$ cat src/rtl/ucode_issue_sequencer.sv
// Issue sequencer between fetch and the microcode unit: launch, eos wait, retire, halt/trap policing.
// Optional one-entry prefetch buffer enabled by defining UCODE_PREFETCH_EN.
module ucode_issue_sequencer #(
  parameter int         NUM_SEGMENTS   = 2,
  parameter int         TIMEOUT_CYCLES = 64,
  parameter logic [5:0] HALT_OPCODE    = 6'h3F
) (
  input  logic        clk,
  input  logic        rst_n,
  input  logic        instr_valid,
  output logic        instr_ready,
  input  logic [31:0] instr,
  output logic [5:0]  uc_opcode,
  output logic        uc_sos,
  input  logic        uc_eos,
  output logic        busy,
  output logic        retire,
  output logic [5:0]  retire_opcode,
  output logic [15:0] retired_count,
  output logic        halted,
  output logic        trap,
  output logic [1:0]  trap_cause,
  input  logic        clear
);

  localparam int              WD_W    = (TIMEOUT_CYCLES > 2) ? $clog2(TIMEOUT_CYCLES) : 1;
  localparam logic [WD_W-1:0] WD_LAST = WD_W'(TIMEOUT_CYCLES - 1);
  localparam logic [6:0]      NSEG    = 7'(NUM_SEGMENTS);

  localparam logic [2:0] S_IDLE   = 3'd0;
  localparam logic [2:0] S_LAUNCH = 3'd1;
  localparam logic [2:0] S_RUN    = 3'd2;
  localparam logic [2:0] S_RETIRE = 3'd3;
  localparam logic [2:0] S_HALT   = 3'd4;
  localparam logic [2:0] S_TRAP   = 3'd5;

  logic [2:0]      state;
  logic [WD_W-1:0] wd;
  logic [5:0]      op;
  logic            armed;
  logic            take;
  logic [5:0]      new_op;
  logic            relaunch;
  logic [5:0]      relaunch_op;
  logic            wd_expire;
  logic            unused_instr;

  function automatic logic is_launchable(input logic [5:0] opc);
    return (opc != HALT_OPCODE) && ({1'b0, opc} < NSEG);
  endfunction

  assign unused_instr = ^instr[25:0];
  assign wd_expire    = (state == S_RUN) && !uc_eos && (wd == WD_LAST);

  assign uc_sos = (state == S_LAUNCH);
  assign busy   = (state != S_IDLE);
  assign retire = (state == S_RETIRE);
  assign halted = (state == S_HALT);
  assign trap   = (state == S_TRAP);

`ifdef UCODE_PREFETCH_EN
  logic       buf_vld;
  logic [5:0] buf_op;
  logic       buf_fill;

  assign instr_ready = armed && !buf_vld && (state != S_HALT) && (state != S_TRAP);
  assign take        = buf_vld || (instr_valid && instr_ready);
  assign new_op      = buf_vld ? buf_op : instr[31:26];
  assign buf_fill    = instr_valid && instr_ready &&
                       ((state == S_LAUNCH) || (state == S_RUN) || (state == S_RETIRE));
  assign relaunch    = (state == S_RETIRE) && buf_vld && is_launchable(buf_op);
  assign relaunch_op = buf_op;

  // Buffer is drained in IDLE or by a direct relaunch, and flushed on watchdog trap.
  always_ff @(posedge clk or negedge rst_n) begin
    if (!rst_n) begin
      buf_vld <= 1'b0;
    end else if (wd_expire) begin
      buf_vld <= 1'b0;
    end else if (((state == S_IDLE) && buf_vld) || relaunch) begin
      buf_vld <= 1'b0;
    end else if (buf_fill) begin
      buf_vld <= 1'b1;
    end
  end

  always_ff @(posedge clk) begin
    if (buf_fill) buf_op <= instr[31:26];
  end
`else
  assign instr_ready = armed && (state == S_IDLE);
  assign take        = instr_valid && instr_ready;
  assign new_op      = instr[31:26];
  assign relaunch    = 1'b0;
  assign relaunch_op = op;
`endif

  always_ff @(posedge clk) begin
    if ((state == S_IDLE) && take) op <= new_op;
    else if (relaunch)             op <= relaunch_op;
  end

  always_ff @(posedge clk or negedge rst_n) begin
    if (!rst_n) begin
      state         <= S_IDLE;
      wd            <= '0;
      armed         <= 1'b0;
      uc_opcode     <= HALT_OPCODE;
      retire_opcode <= '0;
      retired_count <= '0;
      trap_cause    <= 2'b00;
    end else begin
      armed <= 1'b1;
      case (state)
        S_IDLE: begin
          if (take) begin
            if (new_op == HALT_OPCODE) begin
              state     <= S_HALT;
              uc_opcode <= HALT_OPCODE;
            end else if ({1'b0, new_op} >= NSEG) begin
              state      <= S_TRAP;
              trap_cause <= 2'b01;
              uc_opcode  <= HALT_OPCODE;
            end else begin
              state     <= S_LAUNCH;
              uc_opcode <= new_op;
            end
          end
        end
        S_LAUNCH: begin
          state <= S_RUN;
          wd    <= '0;
        end
        // eos beats watchdog expiry when both land on the same edge
        S_RUN: begin
          if (uc_eos) begin
            state         <= S_RETIRE;
            retire_opcode <= op;
            retired_count <= retired_count + 16'd1;
          end else if (wd == WD_LAST) begin
            state      <= S_TRAP;
            trap_cause <= 2'b10;
            uc_opcode  <= HALT_OPCODE;
          end else begin
            wd <= wd + 1'b1;
          end
        end
        S_RETIRE: begin
          if (relaunch) begin
            state     <= S_LAUNCH;
            uc_opcode <= relaunch_op;
          end else begin
            state <= S_IDLE;
          end
        end
        S_HALT: begin
          if (clear) state <= S_IDLE;
        end
        S_TRAP: begin
          if (clear) begin
            state      <= S_IDLE;
            trap_cause <= 2'b00;
          end
        end
        default: state <= S_IDLE;
      endcase
    end
  end

endmodule

$ cat config.mk
export PLATFORM = sky130hd
export DESIGN_NAME = ucode_issue_sequencer
export DESIGN_NICKNAME = d
export VERILOG_FILES = /design/src/rtl/ucode_issue_sequencer.sv
export SDC_FILE = /design/constraint.sdc
export NUM_CORES = 1
export LEC_CHECK = 0
export CORE_MARGIN = 2
export CORE_UTILIZATION = 35
export CTS_BUF_LIST = sky130_fd_sc_hd__clkbuf_8
export DETAILED_ROUTE_END_ITERATION = 16
export HOLD_SLACK_MARGIN = 0.05
export SLEW_MARGIN = 40
export SYNTH_ARGS = -nofsm -noshare
export SYNTH_HDL_FRONTEND = slang
export SYNTH_SLANG_ARGS = --single-unit
$ cat constraint.sdc
create_clock -name clk -period 2.5 [get_ports clk]
set_clock_uncertainty 0.15 [all_clocks]
set_input_delay 0.625 -clock clk [delete_from_list [all_inputs] [get_ports clk]]
set_output_delay 0.625 -clock clk [all_outputs]
set_load 0.005 [all_outputs]
==> impl_results.md <==
* Status: finished, final reports clean
* Pwr Density at between 800 and 900 nW/um^2
* Pin count of the biggest net entering global routing at 41
* Reg clk slew, reported paths at 0.09 ns
* Vias in the first global route at around 1,600
* H-tree depth at 2
* Port bufs at 46
* Final HPWL DP at 2990 um
* Count of final setup violators at 0
* Min Tclk post-route at about 2.4 ns
* Slew HR at 0.5829
* Post-DR wirelength/cell at between 10 and 15 um
* Vias per cell at around 4.8
* Worst VDD drop at around 0.35 mV
* Cell Area, Synth at 2047 um^2
* TritonCTS Buffers at 5
* Die height at 80.48 um
* CP startpoint kind: flop
* Clk_lat worst skew at roughly 0.30 ns
* RD Place Congestion at between 0.7 and 0.8
* Hold crit path type: primary input to asynchronous set/reset pin
* Register area share after synthesis at 0.5807
* Drt pass-1 iters at 4
* Max-cap violations at 0
* Initial antenna violation count at 0
* Initial Utilization at 0.3672
* Final Util at 0.4952
* RSZ-0062 raised after global routing: yes
* Worst Path Arrival at roughly 1.7 ns
* Fmax at a little over 400 MHz
* # rows at 27
* Area grow syn2layout at 34.84%
* GRT Total Usage at 0.1479
* CP bufs+invs at 2
* Final hold viol count at 0
* Final Max Tran Viols at 0
* Total number of vias at 1,500
* Post-route DRC at 0
* Die ar. at around 6500 um^2
* Slew at the pin closest to its max-slew limit at approximately 0.62 ns
* Ranking of synthesized cells by area: dfrtp_1, edfxtp_1, dfstp_2
* Root buf cell: clkbuf_8
* Setup tns final at 0 ns
* Syn. warnings at 0
* Setup Crit Path Kind: flop to primary output
* CTS max path bufs at 2
* Synth cell types at 37
* Avg Synthesized Cell Area at roughly 11 um^2
* Yosys top cell area share at 0.4156
* Synth Instances at 181
* First-pass GRT wire length at 7389 um
* Lkg Pwr at between 1 and 1.5 nW
* Count of hold-fix buffers inserted at cts at 0
* Yosys reg bits at 46
* CP required at ~1.7 ns
* Die X at roughly 80 um
* CP max stage cell: clkdlybuf4s50_1
* Core area at roughly 5600 um^2
* Mapped Nets at 220
* Final period util at 0.9698
* Worst path cell trace: inv_1 -> nand2_1 -> nor2_1 -> clkdlybuf4s50_1
* Largest stage delay on the critical path at between 0.5 and 0.6 ns
* Io pins at 73
* Post-DRT Antenna Nets at 0
* Total gr overflow at 0
* # diodes at 0
* CP Capture Type: primary output
* Clk sinks at 46
* Kind of cell adding the most delay to the critical path: buffers and inverters
* Share of cells above drive strength 1 at 0.1852
* Drt total wl at roughly 4200 um
* DRT iter0 DRCs at 36
* CTS tree: yes
* Synth area leader: dfrtp_1
* Nets at between 200 and 300
* CP max FO at 8
## report_power, final
part           switching [mW]  internal (mW)  total (mW)
clock                   0.254          0.193       0.447
combinational           0.301          0.478       0.779
sequential              0.152          0.927        1.08
total                   0.706           1.60        2.31
## synthesized netlist by cell type
master / instances
a211o_1: 1
nand3_1: 10
edfxtp_1: 6
o211ai_1: 1
nor2b_1: 2
a31o_2: 1
and2_1: 2
inv_1: 11
or3b_4: 1
a21oi_1: 6
mux2i_1: 1
o31ai_1: 1
xor2_1: 10
a311oi_4: 1
dfstp_2: 6
and3_1: 5
conb_1: 1
nor4_1: 1
a22o_1: 1
nand2_1: 12
nor2_1: 18
buf_2: 2
mux2_2: 9
nand2b_1: 2
nand4_2: 1
nor3_2: 1
nand4_1: 4
xnor2_1: 8
nor3_1: 5
o22ai_1: 2
o21ai_0: 8
nor3b_1: 1
clkbuf_1: 2
and4bb_2: 1
dfrtp_1: 34
o311a_1: 1
ha_1: 2
## area by class of cell
class | instances | area, um^2
fill | 551 | 2814
sequential | 46 | 1192
multi-input combinational | 120 | 804.5
timing repair buffer | 58 | 545.5
tap | 72 | 90.09
clock buffer | 5 | 68.82
inverter | 11 | 41.29
clock inverter | 3 | 17.52
## state kept, by name (all words and copies together), names as in the netlist
signal / flops
retired_count: 16
op: 6
retire_opcode: 6
uc_opcode: 6
wd: 6
state: 3
trap_cause: 2
armed: 1
## what timing repair did
action | CTS | global route
resized for setup | 1 | 3
buffers inserted | 0 | 1
gates cloned | 0 | 0
setup endpoints to repair | 1 | 4
pin swaps | 0 | 0
## worst paths after layout
kind | endpoint | slack, ns | cells after the start | startpoint
max in group asynchronous | state[2]$_DFFE_PN0P_ | 1.58 | 2 | rst_n
max reg2reg | wd[0]$_DFFE_PN0P_ | 0.32 | 5 | state[0]$_DFFE_PN0P_
min in group clk | uc_opcode[5]$_DFFE_PN1P_ | 0.31 | 2 | uc_opcode[5]$_DFFE_PN1P_
min | retired_count[2]$_DFFE_PN0P_ | 0.22 | 2 | rst_n
min reg2reg | uc_opcode[5]$_DFFE_PN1P_ | 0.31 | 2 | uc_opcode[5]$_DFFE_PN1P_
max | halted | 0.08 | 4 | state[1]$_DFFE_PN0P_
## cells by family after synthesis
logic type | synth area share
other | 0.001832
and+or+nand+nor | 0.1669
xor gates and xnor gates | 0.07702
adders and majority gates | 0.01222
DFF | 0.5807
AOI/OAI and AO/OA | 0.07825
buffers and inverters | 0.02873
muxes | 0.05440
## stage by stage
| stage | hold slack, ns | power [mW] | area, um^2 | worst slack, ns | std cells |
|---|---|---|---|---|---|
| 6_report | 0.2193 | 2.305 | 2760 | 0.07561 | 315 |
| 5_1_grt | 0.2655 | 2.474 | 2760 | -0.01133 | 315 |
| 4_1_cts | 0.2376 | 2.332 | 2749 | 0.01221 | 314 |
| 3_5_place_dp | 0.2995 | 1.863 | 2658 | 0.1003 | 306 |
| 3_3_place_gp | 0.2991 | 1.841 | 2658 | 0.07675 | 306 |
| 2_1_floorplan | 0.1794 | 1.429 | 2047 | 0.6166 | 181 |
## cell usage in the layout, fill, tap and decap left out, types with 8 or more instances in the layout
cell type / count
nand3_1: 10
o21ai_0: 8
buf_4: 12
inv_1: 12
nand2_1: 12
xor2_1: 10
dfrtp_1: 31
xnor2_1: 8
mux2_2: 9
nor2_1: 18
clkdlybuf4s50_1: 45
## per-layer routing
layer  track usage  share of wire
met1        0.1855           0.47
met2        0.2492           0.48
met3       0.04494          0.042
met4       0.03559          0.012
met5             0              0
(Power assumes the default switching activity.)
